--- src/rtl/data_mem_ctrl_if.sv ---
// Bus bundle between the CPU load/store stage, the data RAM and data_mem_ctrl.
// slave  : the controller's view. It takes CPU requests and RAM read data, and drives
//          the responses and the RAM control.
// master : the environment's view (CPU plus RAM). It drives requests and RAM read data.
// Signals:
//   req_*  CPU request channel (valid/ready handshake, we, size, sext, byte addr, wdata)
//   rsp_*  completion channel (one-cycle valid, load data, misalignment error)
//   mem_*  single-port 16-bit RAM port (ce, oce, wre, reset, word addr, din, dout)
interface data_mem_ctrl_if #(
  parameter int unsigned ADDR_W = 10
) ();
  logic              req_valid;
  logic              req_ready;
  logic              req_we;
  logic              req_size;
  logic              req_sext;
  logic [ADDR_W:0]   req_addr;
  logic [15:0]       req_wdata;

  logic              rsp_valid;
  logic [15:0]       rsp_rdata;
  logic              rsp_err;

  logic              mem_ce;
  logic              mem_oce;
  logic              mem_wre;
  logic              mem_reset;
  logic [ADDR_W-1:0] mem_ad;
  logic [15:0]       mem_din;
  logic [15:0]       mem_dout;

  modport slave (
    input  req_valid, req_we, req_size, req_sext, req_addr, req_wdata, mem_dout,
    output req_ready, rsp_valid, rsp_rdata, rsp_err,
    output mem_ce, mem_oce, mem_wre, mem_reset, mem_ad, mem_din
  );

  modport master (
    output req_valid, req_we, req_size, req_sext, req_addr, req_wdata, mem_dout,
    input  req_ready, rsp_valid, rsp_rdata, rsp_err,
    input  mem_ce, mem_oce, mem_wre, mem_reset, mem_ad, mem_din
  );
endinterface

--- src/rtl/data_mem_ctrl.sv ---
// Load/store initiator for the 16-bit single-port data RAM.
// Serves byte/halfword loads and stores from the CPU; byte stores are a read-modify-write
// because the RAM only writes whole halfwords. Misaligned halfword accesses complete
// immediately with an error and never touch the RAM.
// Ports:
//   clk    system clock, rising edge
//   rst_n  asynchronous active-low reset
//   bus    data_mem_ctrl_if.slave: CPU req/rsp channels and the RAM port
// Parameters:
//   ADDR_W RAM word-address width (CPU byte address is ADDR_W+1 bits)
//   RD_LAT RAM read latency, 1 (bypass) or 2 (output-registered)
module data_mem_ctrl #(
  parameter int unsigned ADDR_W = 10,
  parameter int unsigned RD_LAT = 1
) (
  input logic             clk,
  input logic             rst_n,
  data_mem_ctrl_if.slave  bus
);

  typedef enum logic [1:0] {StIdle, StRd, StWait, StWr} state_e;

  // WAIT lasts RD_LAT cycles; wait_q marks the last of them when RD_LAT is 2.
  localparam logic WaitLast = (RD_LAT == 2);

  state_e            state_q, state_d;
  logic              we_q, we_d;
  logic              size_q, size_d;
  logic              sext_q, sext_d;
  logic              lane_q, lane_d;
  logic [7:0]        wbyte_q, wbyte_d;
  logic              wait_q, wait_d;
  logic              mem_ce_q, mem_ce_d;
  logic              mem_wre_q, mem_wre_d;
  logic [ADDR_W-1:0] mem_ad_q, mem_ad_d;
  logic [15:0]       mem_din_q, mem_din_d;
  logic              rsp_valid_q, rsp_valid_d;
  logic [15:0]       rsp_rdata_q, rsp_rdata_d;
  logic              rsp_err_q, rsp_err_d;

  logic       accept;
  logic       misalign;
  logic [7:0] rd_byte;

  assign accept   = bus.req_valid && (state_q == StIdle);
  assign misalign = bus.req_size && bus.req_addr[0];
  assign rd_byte  = lane_q ? bus.mem_dout[15:8] : bus.mem_dout[7:0];

  always_comb begin
    state_d     = state_q;
    we_d        = we_q;
    size_d      = size_q;
    sext_d      = sext_q;
    lane_d      = lane_q;
    wbyte_d     = wbyte_q;
    wait_d      = 1'b0;
    mem_ad_d    = mem_ad_q;
    mem_din_d   = mem_din_q;
    rsp_valid_d = 1'b0;
    rsp_rdata_d = rsp_rdata_q;
    rsp_err_d   = 1'b0;

    unique case (state_q)
      StIdle: begin
        if (accept) begin
          we_d    = bus.req_we;
          size_d  = bus.req_size;
          sext_d  = bus.req_sext;
          lane_d  = bus.req_addr[0];
          wbyte_d = bus.req_wdata[7:0];
          if (misalign) begin
            rsp_valid_d = 1'b1;
            rsp_err_d   = 1'b1;
          end else begin
            mem_ad_d = bus.req_addr[ADDR_W:1];
            if (bus.req_we && bus.req_size) begin
              mem_din_d = bus.req_wdata;
              state_d   = StWr;
            end else begin
              state_d = StRd;
            end
          end
        end
      end
      StRd: state_d = StWait;
      StWait: begin
        if (wait_q == WaitLast) begin
          if (we_q) begin
            // Byte store: keep the untouched lane from the RAM, replace the other.
            mem_din_d = lane_q ? {wbyte_q, bus.mem_dout[7:0]} : {bus.mem_dout[15:8], wbyte_q};
            state_d   = StWr;
          end else begin
            rsp_valid_d = 1'b1;
            rsp_rdata_d = size_q ? bus.mem_dout : {{8{sext_q & rd_byte[7]}}, rd_byte};
            state_d     = StIdle;
          end
        end else begin
          wait_d = 1'b1;
        end
      end
      StWr: begin
        rsp_valid_d = 1'b1;
        state_d     = StIdle;
      end
      default: state_d = StIdle;
    endcase

    // RAM strobes are registered, so they follow the state being entered.
    mem_ce_d  = (state_d == StRd) || (state_d == StWr);
    mem_wre_d = (state_d == StWr);
  end

  always_ff @(posedge clk or negedge rst_n) begin
    if (!rst_n) begin
      state_q     <= StIdle;
      we_q        <= 1'b0;
      size_q      <= 1'b0;
      sext_q      <= 1'b0;
      lane_q      <= 1'b0;
      wbyte_q     <= '0;
      wait_q      <= 1'b0;
      mem_ce_q    <= 1'b0;
      mem_wre_q   <= 1'b0;
      mem_ad_q    <= '0;
      mem_din_q   <= '0;
      rsp_valid_q <= 1'b0;
      rsp_rdata_q <= '0;
      rsp_err_q   <= 1'b0;
    end else begin
      state_q     <= state_d;
      we_q        <= we_d;
      size_q      <= size_d;
      sext_q      <= sext_d;
      lane_q      <= lane_d;
      wbyte_q     <= wbyte_d;
      wait_q      <= wait_d;
      mem_ce_q    <= mem_ce_d;
      mem_wre_q   <= mem_wre_d;
      mem_ad_q    <= mem_ad_d;
      mem_din_q   <= mem_din_d;
      rsp_valid_q <= rsp_valid_d;
      rsp_rdata_q <= rsp_rdata_d;
      rsp_err_q   <= rsp_err_d;
    end
  end

  assign bus.req_ready = (state_q == StIdle);
  assign bus.rsp_valid = rsp_valid_q;
  assign bus.rsp_rdata = rsp_rdata_q;
  assign bus.rsp_err   = rsp_err_q;
  assign bus.mem_ce    = mem_ce_q;
  assign bus.mem_oce   = 1'b1;
  assign bus.mem_wre   = mem_wre_q;
  assign bus.mem_reset = 1'b0;
  assign bus.mem_ad    = mem_ad_q;
  assign bus.mem_din   = mem_din_q;

endmodule

--- src/flat_wrapper.sv ---
// flat-port wrapper written by rule: the top's interface ports become plain ports
module data_mem_ctrl_flat 
#(
  parameter int unsigned ADDR_W = 10,
  parameter int unsigned RD_LAT = 1
)
  (clk, rst_n, bus_req_valid, bus_req_we, bus_req_size, bus_req_sext, bus_req_addr, bus_req_wdata, bus_mem_dout, bus_req_ready, bus_rsp_valid, bus_rsp_rdata, bus_rsp_err, bus_mem_ce, bus_mem_oce, bus_mem_wre, bus_mem_reset, bus_mem_ad, bus_mem_din);
  data_mem_ctrl_if #(.ADDR_W(ADDR_W)) bus_i ();
  input logic clk;
  input logic rst_n;
  input wire logic [$bits(bus_i.req_valid)-1:0] bus_req_valid;
  input wire logic [$bits(bus_i.req_we)-1:0] bus_req_we;
  input wire logic [$bits(bus_i.req_size)-1:0] bus_req_size;
  input wire logic [$bits(bus_i.req_sext)-1:0] bus_req_sext;
  input wire logic [$bits(bus_i.req_addr)-1:0] bus_req_addr;
  input wire logic [$bits(bus_i.req_wdata)-1:0] bus_req_wdata;
  input wire logic [$bits(bus_i.mem_dout)-1:0] bus_mem_dout;
  output wire logic [$bits(bus_i.req_ready)-1:0] bus_req_ready;
  output wire logic [$bits(bus_i.rsp_valid)-1:0] bus_rsp_valid;
  output wire logic [$bits(bus_i.rsp_rdata)-1:0] bus_rsp_rdata;
  output wire logic [$bits(bus_i.rsp_err)-1:0] bus_rsp_err;
  output wire logic [$bits(bus_i.mem_ce)-1:0] bus_mem_ce;
  output wire logic [$bits(bus_i.mem_oce)-1:0] bus_mem_oce;
  output wire logic [$bits(bus_i.mem_wre)-1:0] bus_mem_wre;
  output wire logic [$bits(bus_i.mem_reset)-1:0] bus_mem_reset;
  output wire logic [$bits(bus_i.mem_ad)-1:0] bus_mem_ad;
  output wire logic [$bits(bus_i.mem_din)-1:0] bus_mem_din;
  assign bus_i.req_valid = bus_req_valid;
  assign bus_i.req_we = bus_req_we;
  assign bus_i.req_size = bus_req_size;
  assign bus_i.req_sext = bus_req_sext;
  assign bus_i.req_addr = bus_req_addr;
  assign bus_i.req_wdata = bus_req_wdata;
  assign bus_i.mem_dout = bus_mem_dout;
  assign bus_req_ready = bus_i.req_ready;
  assign bus_rsp_valid = bus_i.rsp_valid;
  assign bus_rsp_rdata = bus_i.rsp_rdata;
  assign bus_rsp_err = bus_i.rsp_err;
  assign bus_mem_ce = bus_i.mem_ce;
  assign bus_mem_oce = bus_i.mem_oce;
  assign bus_mem_wre = bus_i.mem_wre;
  assign bus_mem_reset = bus_i.mem_reset;
  assign bus_mem_ad = bus_i.mem_ad;
  assign bus_mem_din = bus_i.mem_din;
  data_mem_ctrl #(.ADDR_W(ADDR_W), .RD_LAT(RD_LAT)) u_core (.clk(clk), .rst_n(rst_n), .bus(bus_i));
endmodule
--- config.mk ---
export PLATFORM = sky130hd
export DESIGN_NAME = data_mem_ctrl_flat
export DESIGN_NICKNAME = d
export VERILOG_FILES = /design/src/rtl/data_mem_ctrl_if.sv /design/src/rtl/data_mem_ctrl.sv /design/src/flat_wrapper.sv
export SDC_FILE = /design/constraint.sdc
export NUM_CORES = 1
export LEC_CHECK = 0
export CAP_MARGIN = 20
export CORE_UTILIZATION = 50
export CTS_BUF_LIST = sky130_fd_sc_hd__clkbuf_2 sky130_fd_sc_hd__clkbuf_4 sky130_fd_sc_hd__clkbuf_8
export CTS_CLUSTER_DIAMETER = 150
export CTS_CLUSTER_SIZE = 28
export DETAILED_ROUTE_END_ITERATION = 16
export PLACE_DENSITY_LB_ADDON = 0.3
export SETUP_SLACK_MARGIN = 0.05
export SLEW_MARGIN = 20
export SYNTH_ARGS = -nofsm -noshare
export SYNTH_HDL_FRONTEND = slang
export SYNTH_SLANG_ARGS = --single-unit
--- constraint.sdc ---
create_clock -name clk -period 5.3 [get_ports clk]
set_input_delay 1.06 -clock clk [delete_from_list [all_inputs] [get_ports clk]]
set_output_delay 1.06 -clock clk [all_outputs]
set_load 0.02 [all_outputs]
==> results.yml, run 1 <==
floorplanning:
  start_util: 0.535
  die_x_um: 76.8
  io_pins: 98
  core_area_sq_mm: 0.00524
  rows: 26
  dieArea_sq_mm: 0.00590
  die_y_um: 76.8
worst_setup_path:
  path_class: "in -> reg"
  crit-reg2reg-launch: "u_core.state_q[0]$_DFF_PN0_"
  critPathCaptureType: "flop"
  startpoint_type: "input pin"
  reg2reg_depth: 4
  r2r_slack_ns: 2.29
  reg2reg_to: "u_core.bus.mem_din[0]$_DFFE_PN0P_"
  crit_fanout: 17
  crit_required_ns: 5.51
  worstPathArrival_ns: 3.91
flow_run:
  max_cap_violations: 0
sta:
  min_period_over_period: 0.698
  fmax_ghz: 0.270
  finalSetupViolCount: 0
  fin_crit_ns: 3.70
  rsz0062_at_grt: "false"
  setup_slack_ns: 1.60
  tightest_slew_ns: 0.979
  holdWs_ns: 0.505
  relSlewSlack: 0.347
  fin_worst_skew_ns: 0.00866
  fin_setup_tns_ns: 0
  slew_violations: 0
  finalHoldViolations: 0
cells_and_area:
  fin_nets: 375
  area_growth_pct: 41.4
  layout-drive-gt1-share: 0.187
  diodes: 0
  finalInstanceArea_sq_mm: 0.00396
route:
  wl_per_cell_um: 16.1
  dr.pass1.iters: 4
  drt_iter0_drc: 136
  num_vias: 2066
  ant_nets: 0
  viasPerCell: 5.15
  drc_errors: 0
  wl_um: 6460
synthesis:
  syn_area_per_cell_sq_um: 12.0
  synth_area_sq_mm: 0.00280
  ys_types: 25
  synthArstFlopShare: 1.00
  synth_fa_ha_area_frac: 0
  synth_cells: 233
  synth_most_common_cell: "dfrtp_1"
  syn_nets: 282
  synth_edf_count: 0
  yosys_warnings: 0
  ys_seq_elements: 61
  synth_compound_area_frac: 0.0862
  synth_area_leader_cell: "dfrtp_1"
  synth_ff_type: "dfrtp_1"
  yosysTopAreaCellShare: 0.545
  yosysSeqAreaShare: 0.545
  synthSimpleGateAreaFrac: 0.0840
  synthTopCellsByCount: "61 x dfrtp_1, 29 x mux2_2, 25 x mux2i_1, 24 x a21oi_1, 20 x nand2_1"
  synth_mux_area_frac: 0.254
  synthTopCellsByArea: "dfrtp_1 55%, mux2_2 12%, mux2i_1 8.9%"
  synth_top_family_by_area: "multiplexers"
  synth-xor-area-share: 0
hold_path:
  min-delay-start: "u_core.sext_q$_DFFE_PN0P_"
  hp-class: "reg -> reg"
  min_to: "u_core.sext_q$_DFFE_PN0P_"
  whs_path_depth: 1
grt:
  met1_usage: 0.312
  busiest_layer: "met2"
  grt_pass1_vias: 2126
  use_met2: 0.373
  track_usage: 0.239
  grt_pass1_wl_um: 10700
  grt_max_degree: 62
  antenna_found_initial: 0
  grt_use_met3: 0.0643
  grt_overflow: 0
outcome:
  outcome: "finished clean"
placement:
  placed_cell_area_sq_mm: 0.00378
  routabilityCongestion: 0.805
  hpwlAfterDp_um: 4490
  port_buffers: 95
  dp_slack_ns: 1.20
clocking:
  clockBufferDepth: 2
  numCtsBuffers: 9
  cts_max_level: 3
  postCtsResizedCells: 0
  clk_pin_slew_ns: 0.06
  post_cts_buffers: 0
  postCtsHoldBufs: 0
  root_buffer: "clkbuf_8"
  cts_sinks: 61
  cts_tree: "built"
  insertion_delay_ns: 0.33
power:
  power_mw: 2.47
  switching_power_uw: 932
  comb_power_share: 0.495
  switching_share: 0.377
  cellLeakagePower_nw: 1.74
  p_clk_frac: 0.151
  intPower_mw: 1.54
  p_seq_frac: 0.354
  power.density_mw_per_mm2: 624
  vdd_drop_max_uv: 362
-- power by group through the flow --
| stage | clock (mW) | combinational [mW] | sequential [mW] |
|---|---|---|---|
| finish | 0.374 | 1.22 | 0.874 |
| global placement | 0 | 1.20 | 0.865 |
| global route | 0.400 | 1.32 | 0.901 |
| floorplan | 0 | 0.577 | 1.02 |
| detailed placement | 0 | 1.22 | 0.878 |
| CTS | 0.379 | 1.24 | 0.872 |
-- logic make-up (layout without fill, tap and decap cells) --
| family | Yosys count | in the layout |
|---|---|---|
| muxes | 63 | 63 |
| and+or+nand+nor | 49 | 49 |
| AOI/OAI and AO/OA | 43 | 43 |
| other | 2 | 2 |
| buffers and inverters | 15 | 113 |
| DFF | 61 | 61 |
-- final cells by class --
type / instances / area (sq um)
sequential: 61 / 1530
tap: 70 / 87.6
multi-input combinational: 157 / 1200
clock inverter: 4 / 22.5
timing repair buffer: 97 / 961
fill: 385 / 1280
clock buffer: 12 / 159
-- layer usage --
layer  part of all wire  routed length [um]
met5                  0                   0
met4              0.014                  93
met2               0.48                3100
met3              0.073                 472
met1               0.43                2800
-- flip-flops by register name (all words and copies together), names as in the netlist --
register,flops
u_core.bus.mem_din,16
u_core.bus.rsp_rdata,16
u_core.bus.mem_ad,10
u_core.wbyte_q,8
u_core.state_q,2
u_core.bus.mem_ce,1
u_core.bus.mem_wre,1
u_core.bus.rsp_err,1
u_core.bus.rsp_valid,1
u_core.lane_q,1
u_core.sext_q,1
u_core.size_q,1
u_core.wait_q,1
u_core.we_q,1
-- worst max-delay path, stage by stage --
cell and delay, ns:
clkdlybuf4s50_1 0.45, nor3b_4 0.61, nand2_1 0.54, a32oi_4 0.83, mux2_2 0.41
-- per-stage QoR --
step	utilization	std cells
after global placement	0.721	385
after CTS	0.756	401
after global routing	0.756	401
after floorplan	-	233
final	0.756	401
after detailed placement	0.721	385
-- layout by cell type, fill, tap and decap left out, drive strengths merged --
cell           count
a21oi             24
a32oi              1
and2               1
and3               1
buf                3
clkbuf            12
clkdlybuf4s50     94
clkinv             3
clkinvlp           1
conb               2
dfrtp             61
mux2              38
mux2i             25
nand2             20
nand2b             3
nand3              1
nand3b             1
nand4b             1
nor2              17
nor2b              1
nor3               1
nor3b              2
o21ai             17
o31a               1
-- worst max path at each step --
stage	start	cells past startpoint	end	slack (ns)
4_1_cts	bus_req_valid	5	u_core.bus.mem_din[0]$_DFFE_PN0P_	1.55
3_5_place_dp	bus_req_valid	5	u_core.bus.mem_din[0]$_DFFE_PN0P_	1.20
2_1_floorplan	bus_req_valid	5	u_core.bus.mem_din[10]$_DFFE_PN0P_	2.81
6_report	bus_req_valid	5	u_core.bus.mem_din[0]$_DFFE_PN0P_	1.60
5_1_grt	bus_req_valid	5	u_core.bus.mem_din[2]$_DFFE_PN0P_	1.36
3_3_place_gp	bus_req_valid	5	u_core.bus.mem_din[5]$_DFFE_PN0P_	1.24
Note: power is estimated with default switching activity, not from simulation.
==> run 2, diff against run 1 <==
CORE_UTILIZATION = 42   (was 50)
clock period = 3.3 ns   (was 5.3 ns; I/O delays follow)
==> run 2 against run 1 <==
Against the previous run:
- combinational power increased by 62%
- clock power increased by 70%
- flip-flop and latch count unchanged
- count of clock-buffer cells in the layout decreased by 2
- total power increased by 63%
- clock skew increased by 0.00089 ns
- sequential power increased by 60%
- first-iteration DRC count decreased by 40%
- final cell count increased by 2.5%
- critical path type unchanged
==> results.yml, run 2 (synthesis results as in run 1) <==
sta:
  fmax_ghz: 0.438
  fin_setup_tns_ns: 0
  rsz0062_at_grt: "false"
  holdWs_ns: 0.312
  relSlewSlack: 0.340
  finalSetupViolCount: 0
  finalHoldViolations: 0
  min_period_over_period: 0.691
  setup_slack_ns: 1.02
  fin_crit_ns: 2.28
  fin_worst_skew_ns: 0.00955
  tightest_slew_ns: 0.990
  slew_violations: 0
worst_setup_path:
  slowest_delay_ns: 0.45
  crit_buf_inv: 2
  crit_chain: "clkdlybuf4s50_1 > nor3b_4 > nand4b_2 > a32oi_4 > buf_4 > mux2_2"
  reg2reg_depth: 3
  reg2reg_to: "u_core.bus.rsp_rdata[5]$_DFFE_PN0P_"
  crit_required_ns: 3.52
  cpMaxStageDelayCell: "clkdlybuf4s50_1"
  cpLargestDelayFamily: "buffers and inverters"
  critPathCaptureType: "flop"
  startpoint_type: "input pin"
  r2r_slack_ns: 1.25
  path_class: "in -> reg"
  crit_fanout: 17
  crit-reg2reg-launch: "u_core.lane_q$_DFFE_PN0P_"
  worstPathArrival_ns: 2.50
grt:
  grt_pass1_wl_um: 11200
  track_usage: 0.207
  grt_overflow: 0
  grt_pass1_vias: 2276
  grt_max_degree: 46
  antenna_found_initial: 0
power:
  power.density_mw_per_mm2: 1000
  comb_power_share: 0.494
  cellLeakagePower_nw: 1.76
  switching_share: 0.372
  p_seq_frac: 0.349
  power_mw: 4.02
  vdd_drop_max_uv: 576
  switching_power_mw: 1.50
  p_clk_frac: 0.158
  intPower_mw: 2.52
clocking:
  postCtsHoldBufs: 0
  cts_sinks: 61
  post_cts_buffers: 0
  cts_max_level: 3
  clockBufferDepth: 2
  clk_pin_slew_ns: 0.07
  root_buffer: "clkbuf_8"
  insertion_delay_ns: 0.34
  postCtsResizedCells: 0
  numCtsBuffers: 9
  cts_tree: "built"
cells_and_area:
  fillers: 540
  diodes: 0
  fin_nets: 379
  final_common_cell: "clkdlybuf4s50_1"
  fin_cells: 411
  area_growth_pct: 43.0
  final_util: 0.627
  layout_common_cells: "94 x clkdlybuf4s50_1, 61 x dfrtp_1, 29 x mux2_2"
  layout-drive-gt1-share: 0.195
  finalInstanceArea_sq_mm: 0.00400
placement:
  placed_cell_area_sq_mm: 0.00381
  dp_slack_ns: 0.667
  hpwlAfterDp_um: 4850
  routabilityCongestion: 0.779
  port_buffers: 95
  place_inst: 396
route:
  wl_per_cell_um: 16.2
  drc_errors: 0
  drt_iter0_drc: 82
  dr.pass1.iters: 5
  wl_um: 6670
  ant_nets: 0
  viasPerCell: 5.29
  num_vias: 2173
outcome:
  outcome: "finished clean"
flow_run:
  max_cap_violations: 0
floorplanning:
  dieArea_sq_mm: 0.00700
  core_area_sq_mm: 0.00639
  die_y_um: 83.7
  start_util: 0.438
  io_pins: 98
  die_x_um: 83.7
  rows: 29
hold_path:
  hp-class: "in -> async"
==> run 2: worst max-delay path by stage <==
stage          slack (ns)  cells after the start          start                                 end
2_1_floorplan        1.21                      5  bus_req_valid  u_core.bus.mem_din[10]$_DFFE_PN0P_
6_report             1.02                      6  bus_req_valid   u_core.bus.mem_din[1]$_DFFE_PN0P_
3_3_place_gp         0.71                      6  bus_req_valid   u_core.bus.mem_din[5]$_DFFE_PN0P_
3_5_place_dp         0.67                      6  bus_req_valid   u_core.bus.mem_din[1]$_DFFE_PN0P_
4_1_cts              1.03                      6  bus_req_valid   u_core.bus.mem_din[1]$_DFFE_PN0P_
5_1_grt              0.89                      6  bus_req_valid   u_core.bus.mem_din[1]$_DFFE_PN0P_
==> run 2: power by group through the flow <==
stage | sequential (mW) | combinational, mW | clock [mW]
2_1_floorplan | 1.64 | 0.927 | 0
3_3_place_gp | 1.39 | 1.94 | 0
3_5_place_dp | 1.42 | 1.99 | 0
4_1_cts | 1.40 | 2.00 | 0.654
5_1_grt | 1.46 | 2.14 | 0.681
6_report | 1.40 | 1.98 | 0.634
==> run 2: cell type report <==
class,count,area (sq um),share of cell area
clock inverters,5,52.6,0.0131
repair buffers,101,993,0.248
multi-input cells,157,1200,0.301
clock buffers,10,131,0.0328
well taps,77,96.3,0.0241
flip-flops and latches,61,1530,0.381
==> run 2: metal layers <==
layer	up-vias	global-route usage	wire [um]
li1	1007	-	-
met1	1055	0.249	2680
met2	98	0.339	3320
met3	13	0.0811	558
met4	0	0.0724	101
met5	-	0	0
==> run 3, diff against run 2 <==
CORE_UTILIZATION = 47   (was 42)
clock period = 2.1 ns   (was 3.3 ns; I/O delays follow)
==> run 3 against run 2 <==
Against the previous run:
- combinational power rose by 64%
- sequential share of layout area fell by 0.28 points
- clock skew fell by 0.0015 ns
- largest cell class unchanged
- wire length rose by 0.71%
- final cell count fell by 0.24%
- setup slack got worse by 0.87 ns
- clock power rose by 45%
- total power rose by 57%
==> results.yml, run 3 (synthesis results as in run 1) <==
cells_and_area:
  area_growth_pct: 44.1
  diodes: 0
  layout-drive-gt1-share: 0.201
  layout_common_cells: "94 x clkdlybuf4s50_1, 61 x dfrtp_1, 29 x mux2_2"
  fin_nets: 383
  final_common_cell: "clkdlybuf4s50_1"
power:
  cellLeakagePower_nw: 1.78
  power.density_mw_per_mm2: 1560
  vdd_drop_max_uv: 748
  power_mw: 6.29
worst_setup_path:
  crit_fanout: 6
  cpLargestDelayFamily: "buffers and inverters"
  worstPathArrival_ns: 1.53
  startpoint_type: "flop"
  crit_chain: "nor2_1 > clkdlybuf4s50_1"
  critPathCaptureType: "output pin"
  slowest_delay_ns: 0.61
  cpMaxStageDelayCell: "clkdlybuf4s50_1"
  path_class: "reg -> out"
  crit_required_ns: 1.68
  crit_buf_inv: 1
clocking:
  post_cts_buffers: 0
  numCtsBuffers: 9
  cts_max_level: 3
  clk_pin_slew_ns: 0.06
  postCtsHoldBufs: 0
  cts_tree: "built"
  cts_sinks: 61
  clockBufferDepth: 2
  postCtsResizedCells: 0
  root_buffer: "clkbuf_8"
  insertion_delay_ns: 0.33
floorplanning:
  dieArea_sq_mm: 0.00627
  core_area_sq_mm: 0.00561
  rows: 27
  start_util: 0.499
  die_x_um: 79.2
  io_pins: 98
  die_y_um: 79.2
route:
  viasPerCell: 5.15
  wl_um: 6710
  wl_per_cell_um: 16.4
  drt_iter0_drc: 104
  num_vias: 2111
  drc_errors: 0
  dr.pass1.iters: 4
  ant_nets: 0
grt:
  track_usage: 0.227
  grt_max_degree: 62
  antenna_found_initial: 0
  grt_pass1_vias: 2072
  grt_pass1_wl_um: 10600
  grt_overflow: 0
placement:
  routabilityCongestion: 0.797
  hpwlAfterDp_um: 4730
  port_buffers: 95
sta:
  finalHoldViolations: 0
  fin_setup_tns_ns: 0
  min_period_over_period: 0.931
  fin_worst_skew_ns: 0.00805
  slew_violations: 0
  relSlewSlack: 0.655
  tightest_slew_ns: 0.511
  fin_crit_ns: 1.95
  rsz0062_at_grt: "false"
  finalSetupViolCount: 0
  fmax_ghz: 0.512
hold_path:
  hp-class: "in -> async"
outcome:
  outcome: "finished clean"
flow_run:
  max_cap_violations: 0
-- run 3: changes by cell type in the layout (fill, tap and decap cells not counted), sizes merged --
cell | previous run | this run
bufinv | 1 | 0
clkinvlp | 1 | 0
buf | 7 | 11
clkinv | 3 | 2
clkbuf | 10 | 13
-- run 3: power by group --
part | leakage [nW] | internal, mW | switching (mW)
combinational | 0.976 | 1.71 | 1.53
clock | 0.0935 | 0.490 | 0.427
sequential | 0.714 | 1.75 | 0.385
-- run 3: metrics by stage --
step	util	area [sq um]	setup slack [ns]	hold WS [ns]	std cells
finish	0.719	4030	0.146	0.0904	410
global route	0.719	4030	0.0612	0.114	410
CTS	0.719	4030	0.141	0.108	410
detailed placement	0.689	3860	-0.187	0.454	395
global placement	0.689	3860	-0.139	0.452	395
floorplan	-	2800	0.229	0.124	233
-- run 3: routing by layer --
metal / up-vias / share of wire / global-route usage
met5: - / 0 / 0
li1: 1017 / - / -
met3: 12 / 0.052 / 0.0402
met2: 74 / 0.47 / 0.358
met1: 1008 / 0.46 / 0.306
met4: 0 / 0.017 / 0.0964
-- run 3: final timing paths --
| kind | endpoint | slack [ns] | from | cells past startpoint |
|---|---|---|---|---|
| worst min register to register | u_core.sext_q$_DFFE_PN0P_ | 0.51 | u_core.sext_q$_DFFE_PN0P_ | 1 |
| worst max-delay path | bus_req_ready | 0.15 | u_core.state_q[0]$_DFF_PN0_ | 2 |
| worst min-delay path | u_core.bus.mem_din[8]$_DFFE_PN0P_ | 0.09 | rst_n | 2 |
| min in group clk | u_core.sext_q$_DFFE_PN0P_ | 0.51 | u_core.sext_q$_DFFE_PN0P_ | 1 |
| max in group asynchronous | u_core.wbyte_q[4]$_DFFE_PN0P_ | 1.73 | rst_n | 2 |
| worst max register to register | u_core.bus.mem_din[15]$_DFFE_PN0P_ | 0.20 | u_core.state_q[1]$_DFF_PN0_ | 5 |
-- run 3: area by class of cell --
class / count / area (sq um)
Clock inverter: 2 / 10.0
Timing Repair Buffer: 105 / 1050
Tap cell: 72 / 90.1
Clock buffer: 13 / 160
Fill cell: 415 / 1570
Sequential cell: 61 / 1530
Multi-Input combinational cell: 157 / 1200
